## src/rtl/arbitro_mem_dados.sv

```systemverilog
// Data-memory arbiter: shares the single-port bancoMem between the nRisc core (port 0)
// and the loader/debug master (port 1), core first with a bounded wait for port 1.
module arbitro_mem_dados #(
  parameter int unsigned LARG_DADO    = 8,
  parameter int unsigned LARG_END     = 8,
  parameter int unsigned LAT_LEITURA  = 1,
  parameter int unsigned MAX_SEGUIDOS = 4
) (
  input  logic                 clk,
  input  logic                 rst_n,
  input  logic                 req0_ler_i,
  input  logic                 req0_escreve_i,
  input  logic [LARG_END-1:0]  req0_end_i,
  input  logic [LARG_DADO-1:0] req0_dado_i,
  output logic                 ack0_o,
  output logic [LARG_DADO-1:0] dado_lido0_o,
  output logic                 espera0_c_o,
  input  logic                 req1_ler_i,
  input  logic                 req1_escreve_i,
  input  logic [LARG_END-1:0]  req1_end_i,
  input  logic [LARG_DADO-1:0] req1_dado_i,
  output logic                 ack1_o,
  output logic [LARG_DADO-1:0] dado_lido1_o,
  output logic                 mem_ler_o,
  output logic                 mem_escreve_o,
  output logic [LARG_END-1:0]  mem_end_o,
  output logic [LARG_DADO-1:0] mem_dado_o,
  input  logic [LARG_DADO-1:0] mem_dado_lido_i
);

  localparam int unsigned LAT_W = (LAT_LEITURA > 1) ? $clog2(LAT_LEITURA) : 1;
  localparam int unsigned SEG_W = $clog2(MAX_SEGUIDOS + 1);

  typedef enum logic [1:0] {OCIOSO, ESCRITA, LEITURA, ENTREGA} estado_t;

  estado_t              estado_q, estado_d;
  logic                 id_q, id_d;
  logic [LARG_END-1:0]  end_q, end_d;
  logic [LARG_DADO-1:0] dado_q, dado_d;
  logic [LAT_W-1:0]     lat_q, lat_d;
  logic [SEG_W-1:0]     seg_q, seg_d;
  logic [LARG_DADO-1:0] lido0_q, lido0_d;
  logic [LARG_DADO-1:0] lido1_q, lido1_d;
  logic                 ack0_q, ack0_d;
  logic                 ack1_q, ack1_d;
  logic                 mem_ler_q, mem_ler_d;
  logic                 mem_escreve_q, mem_escreve_d;

  logic req0, req1, prio1;

  assign req0  = req0_ler_i | req0_escreve_i;
  assign req1  = req1_ler_i | req1_escreve_i;
  assign prio1 = req1 && (seg_q == SEG_W'(MAX_SEGUIDOS));

  always_ff @(posedge clk or negedge rst_n) begin
    if (!rst_n) begin
      estado_q      <= OCIOSO;
      id_q          <= 1'b0;
      end_q         <= '0;
      dado_q        <= '0;
      lat_q         <= '0;
      seg_q         <= '0;
      lido0_q       <= '0;
      lido1_q       <= '0;
      ack0_q        <= 1'b0;
      ack1_q        <= 1'b0;
      mem_ler_q     <= 1'b0;
      mem_escreve_q <= 1'b0;
    end else begin
      estado_q      <= estado_d;
      id_q          <= id_d;
      end_q         <= end_d;
      dado_q        <= dado_d;
      lat_q         <= lat_d;
      seg_q         <= seg_d;
      lido0_q       <= lido0_d;
      lido1_q       <= lido1_d;
      ack0_q        <= ack0_d;
      ack1_q        <= ack1_d;
      mem_ler_q     <= mem_ler_d;
      mem_escreve_q <= mem_escreve_d;
    end
  end

  // Grant, latch and sequence one transaction; outputs follow the next state so they
  // are registered yet valid in the same cycle as the state they belong to.
  always_comb begin
    estado_d = estado_q;
    id_d     = id_q;
    end_d    = end_q;
    dado_d   = dado_q;
    lat_d    = lat_q;
    seg_d    = seg_q;
    lido0_d  = lido0_q;
    lido1_d  = lido1_q;

    unique case (estado_q)
      OCIOSO: begin
        lat_d = '0;
        if (!req1) seg_d = '0;
        if (req0 && !prio1) begin
          id_d     = 1'b0;
          end_d    = req0_end_i;
          dado_d   = req0_dado_i;
          estado_d = req0_escreve_i ? ESCRITA : LEITURA;
          if (req1 && (seg_q != SEG_W'(MAX_SEGUIDOS))) seg_d = seg_q + SEG_W'(1);
        end else if (req1) begin
          id_d     = 1'b1;
          end_d    = req1_end_i;
          dado_d   = req1_dado_i;
          estado_d = req1_escreve_i ? ESCRITA : LEITURA;
          seg_d    = '0;
        end
      end
      ESCRITA: estado_d = OCIOSO;
      LEITURA: begin
        if (lat_q == LAT_W'(LAT_LEITURA - 1)) begin
          estado_d = ENTREGA;
          if (id_q) lido1_d = mem_dado_lido_i;
          else      lido0_d = mem_dado_lido_i;
        end else begin
          lat_d = lat_q + LAT_W'(1);
        end
      end
      ENTREGA: estado_d = OCIOSO;
      default: estado_d = OCIOSO;
    endcase

    mem_escreve_d = (estado_d == ESCRITA);
    mem_ler_d     = (estado_d == LEITURA);
    ack0_d        = ((estado_d == ESCRITA) || (estado_d == ENTREGA)) && !id_d;
    ack1_d        = ((estado_d == ESCRITA) || (estado_d == ENTREGA)) && id_d;
  end

  assign ack0_o        = ack0_q;
  assign ack1_o        = ack1_q;
  assign dado_lido0_o  = lido0_q;
  assign dado_lido1_o  = lido1_q;
  assign mem_ler_o     = mem_ler_q;
  assign mem_escreve_o = mem_escreve_q;
  assign mem_end_o     = end_q;
  assign mem_dado_o    = dado_q;
  assign espera0_c_o   = req0 & ~ack0_q;

endmodule

```

## config.mk

```make
export PLATFORM = sky130hd
export DESIGN_NAME = arbitro_mem_dados
export DESIGN_NICKNAME = d
export VERILOG_FILES = /design/src/rtl/arbitro_mem_dados.sv
export SDC_FILE = /design/constraint.sdc
export NUM_CORES = 1
export LEC_CHECK = 0
export ABC_AREA = 1
export BUFFER_PORTS_ARGS = -buffer_cell sky130_fd_sc_hd__buf_2
export CAP_MARGIN = 30
export CORE_MARGIN = 4
export CORE_UTILIZATION = 46
export DETAILED_ROUTE_END_ITERATION = 8
export PLACE_DENSITY = 0.89
export SLEW_MARGIN = 20
export SYNTH_ARGS = -nofsm -noshare
export SYNTH_HDL_FRONTEND = slang
export SYNTH_SLANG_ARGS = --single-unit
```

## constraint.sdc

```tcl
create_clock -name clk -period 1.8 [get_ports clk]
set_clock_uncertainty 0.2 [all_clocks]
set_input_delay 0.27 -clock clk [delete_from_list [all_inputs] [get_ports clk]]
set_output_delay 0.27 -clock clk [all_outputs]
set_load 0.005 [all_outputs]
```

==> metrics.csv <==
stage;metric;value;unit
timing;worst_slew_pin_slew;0.540;ns
power;power-per-cell-area;1640;mW/mm^2
synth;avgSynthCellArea;9.08;sq um
placed_design;dpl.hpwl;3430;microns
floorplanning;rows;22;
layout;final_nets;339;
route;drtAntennaViolNets;0;
worst_setup_path;cp_num_buf_inv;3;
timing;period_share;96.4;%
power;irDropWorstVdd;0.797;mV
timing;finalHoldViolCount;0;
timing;final_max_slew_viol_count;0;
clock_network;cts_tree;done;
power;p_sw;0.00146;W
clock_network;clk_pin_slew;0.08;ns
synth;synth_top_flop_cell;dfrtp_1;
clock_network;cts.sink_count;42;
timing;setup_violations;0;
worst_setup_path;cp.arrival;1.73;ns
synth;synth_common_cells;dfrtp_1 (42), nand2_1 (41), nor2_1 (22), nand3_1 (21);
worst_setup_path;crit_family;buffers and inverters;
timing;rsz0062_at_grt;true;
timing;slew_headroom;63.9;%
global_routing;grt_antenna_before_repair;0;
worst_setup_path;start_kind;flop;
route;drc_errors;0;
layout;multiInputGateArea;668;sq um
status;status;finished, final reports clean;
synth;yosysMostFrequentCell;dfrtp_1;
route;via_per_inst;5.16;
route;drtPass1Iterations;4;
synth;synthArstFlopShare;100;%
route;drt_iter0_drc;107;
worst_setup_path;reg2reg_slack;0.07;ns
route;routed_wirelength;4490;microns
floorplanning;chipWidth;71.8;microns
synth;synth_largest_area_cell;dfrtp_1;
placed_design;portBuffers;82;
floorplanning;io_pins;83;
worst_setup_path;crit_fanout;14;
global_routing;grt-ovfl-total;0;
global_routing;grt_max_degree;43;
route;top_layer;met4;
synth;synth_top_area_share;56.2;%
floorplanning;coreArea;0.00380;sq mm
synth;synth-seq-cells;42;
placed_design;gp_congestion;0.843;
synth;syn_inst;206;
clock_network;cts_htree_levels;2;
synth;synth_nets;254;
timing;whs;0.0297;ns
run;max-cap-violations;0;
layout;fin_cells;340;
route;wl_per_cell;13.2;microns
placed_design;place_area;0.00233;sq mm
route;wl_met1;1790;microns
global_routing;grt_pass1_vias;1737;
worst_setup_path;criticalPathCategory;reg -> reg;
layout;diodes;0;
synth;synth_area_leaders;dfrtp_1 (56%), nand2_1 (8.2%), nand3_1 (5.6%);
placed_design;dp.cells;331;
synth;synth_cell_types;22;
clock_network;clk_latency;0.29;ns
worst_setup_path;end_kind;flop;
layout;synthToLayoutAreaGrowth;30.8;%
worst_setup_path;crit_slowest_cell;dfrtp_1;
route;dr_wl_met3;524;microns
clock_network;clk_path_buf_depth;2;
global_routing;grt_use_total;17.6;%
hold_path;hold_class;in -> reg;
power;switching_share;36.4;%
route;wl_met2;2090;microns
power;seqPwrFrac;41.2;%
worst_setup_path;cpPeakStageDelay;0.35;ns
synth;synth_edf_count;0;
power;combPwrFrac;40.8;%
synth;yosysSeqAreaShare;56.2;%
layout;fillCellCount;304;
clock_network;cts_resized;0;
power;clockPowerShare;18.0;%
floorplanning;die-area;0.00515;sq mm
timing;timing.fmax;577;MHz
power;leakage;1.29;nW
worst_setup_path;worstPathCellList;inv_1 > ha_1 > nand2_1 > inv_1 > nand2_1 > buf_4 > nand3_1 > a31oi_1;
clock_network;cts_setup_buffers;0;
worst_setup_path;required;1.80;ns
floorplanning;initial_core_util;49.2;%
power;p_int;0.00255;W
clock_network;cts-root-buf;clkbuf_8;
layout;seq_area;0.00105;sq mm
global_routing;grt_pass1_wl;7250;microns
floorplanning;die_y;71.8;microns
layout;final_area;0.00245;sq mm
route;via_count;1753;
synth;ys_warn_count;0;
clock_network;cts_buffers;5;
timing;fin_crit;1.73;ns
layout;drive_gt1_share;34.2;%
synth;synth_area;0.00187;sq mm
## layout make-up
cell class	instances	share of cell area, %
repair buffers	88	19.7
clock inverters	2	1.53
flip-flops and latches	42	42.9
well taps	48	2.45
multi-input cells	134	27.3
inverters	20	3.07
clock buffers	6	2.97
## power groups by stage
stage | combinational (W) | sequential [W] | clock [W]
finish | 0.00164 | 0.00165 | 0.000722
global route | 0.00184 | 0.00171 | 0.000770
detailed placement | 0.00166 | 0.00166 | 0
global placement | 0.00158 | 0.00165 | 0
CTS | 0.00166 | 0.00165 | 0.000735
floorplan | 0.000945 | 0.00169 | 0
## final timing paths
path                                 start  depth (start not counted)         endpoint
min in group asynchronous            rst_n                          3    mem_dado_o[5]
setup reg to reg                  seg_q[0]                          8     mem_end_o[5]
max in group asynchronous            rst_n                          3  dado_lido1_o[0]
hold reg to reg            dado_lido0_o[5]                          2  dado_lido0_o[5]
hold / removal              req1_dado_i[0]                          3    mem_dado_o[0]
setup / recovery                  seg_q[0]                          8     mem_end_o[5]
## stage by stage
stage / setup slack, ns / setup TNS, ns / total power [W] / util [%]
floorplan: 0.237 / 0 / 0.00263 / -
global placement: 0.185 / 0 / 0.00323 / 61.3
detailed placement: 0.109 / 0 / 0.00332 / 61.3
CTS: 0.0814 / 0 / 0.00405 / 64.4
global route: -0.000614 / -0.000614 / 0.00432 / 64.4
finish: 0.0655 / 0 / 0.00401 / 64.4
## cells in the final DEF, fill, tap and decap left out, types with 2 or more instances in the layout
cell and instances:
buf_12 2, buf_2 82, nand2_1 41, nor2_4 2
buf_4 3, clkbuf_8 5, inv_1 19, nand3_1 21
o21ai_0 19, a31oi_1 16, ha_1 2, nor2_1 22
a21oi_1 3, dfrtp_1 42
## state kept, by name (all words and copies together) (netlist names)
signal and count:
mem_escreve_o 1, dado_lido0_o 8, mem_dado_o 8, mem_ler_o 1, mem_end_o 8, seg_q 3, estado_q 2, dado_lido1_o 8
id_q 1, ack1_o 1, ack0_o 1
## cells by family after synthesis
logic type / synth area share (%)
and+or+nand+nor: 20.5
AOI/OAI and AO/OA: 13.4
DFF: 56.2
buffers and inverters: 8.09
adders and majority gates: 1.34
xor gates and xnor gates: 0.468
## routing by layer
metal	up-vias	track usage (%)
li1	853	-
met1	798	20.6
met2	95	29.5
met3	7	5.19
met4	0	8.35
met5	-	0
## worst register-to-register path: stages, from the launching register on
cell	delay, ns
dfrtp_1	0.35
inv_1	0.07
ha_1	0.19
nand2_1	0.06
inv_1	0.05
nand2_1	0.18
buf_4	0.23
nand3_1	0.09
a31oi_1	0.23
## repair_timing
item                                    4_1_cts  5_1_grt
hold buffers                                  1        0
hold endpoints to repair                     42        0
endpoints found under the setup margin        0        1
Note: power is estimated with default switching activity, not from simulation.
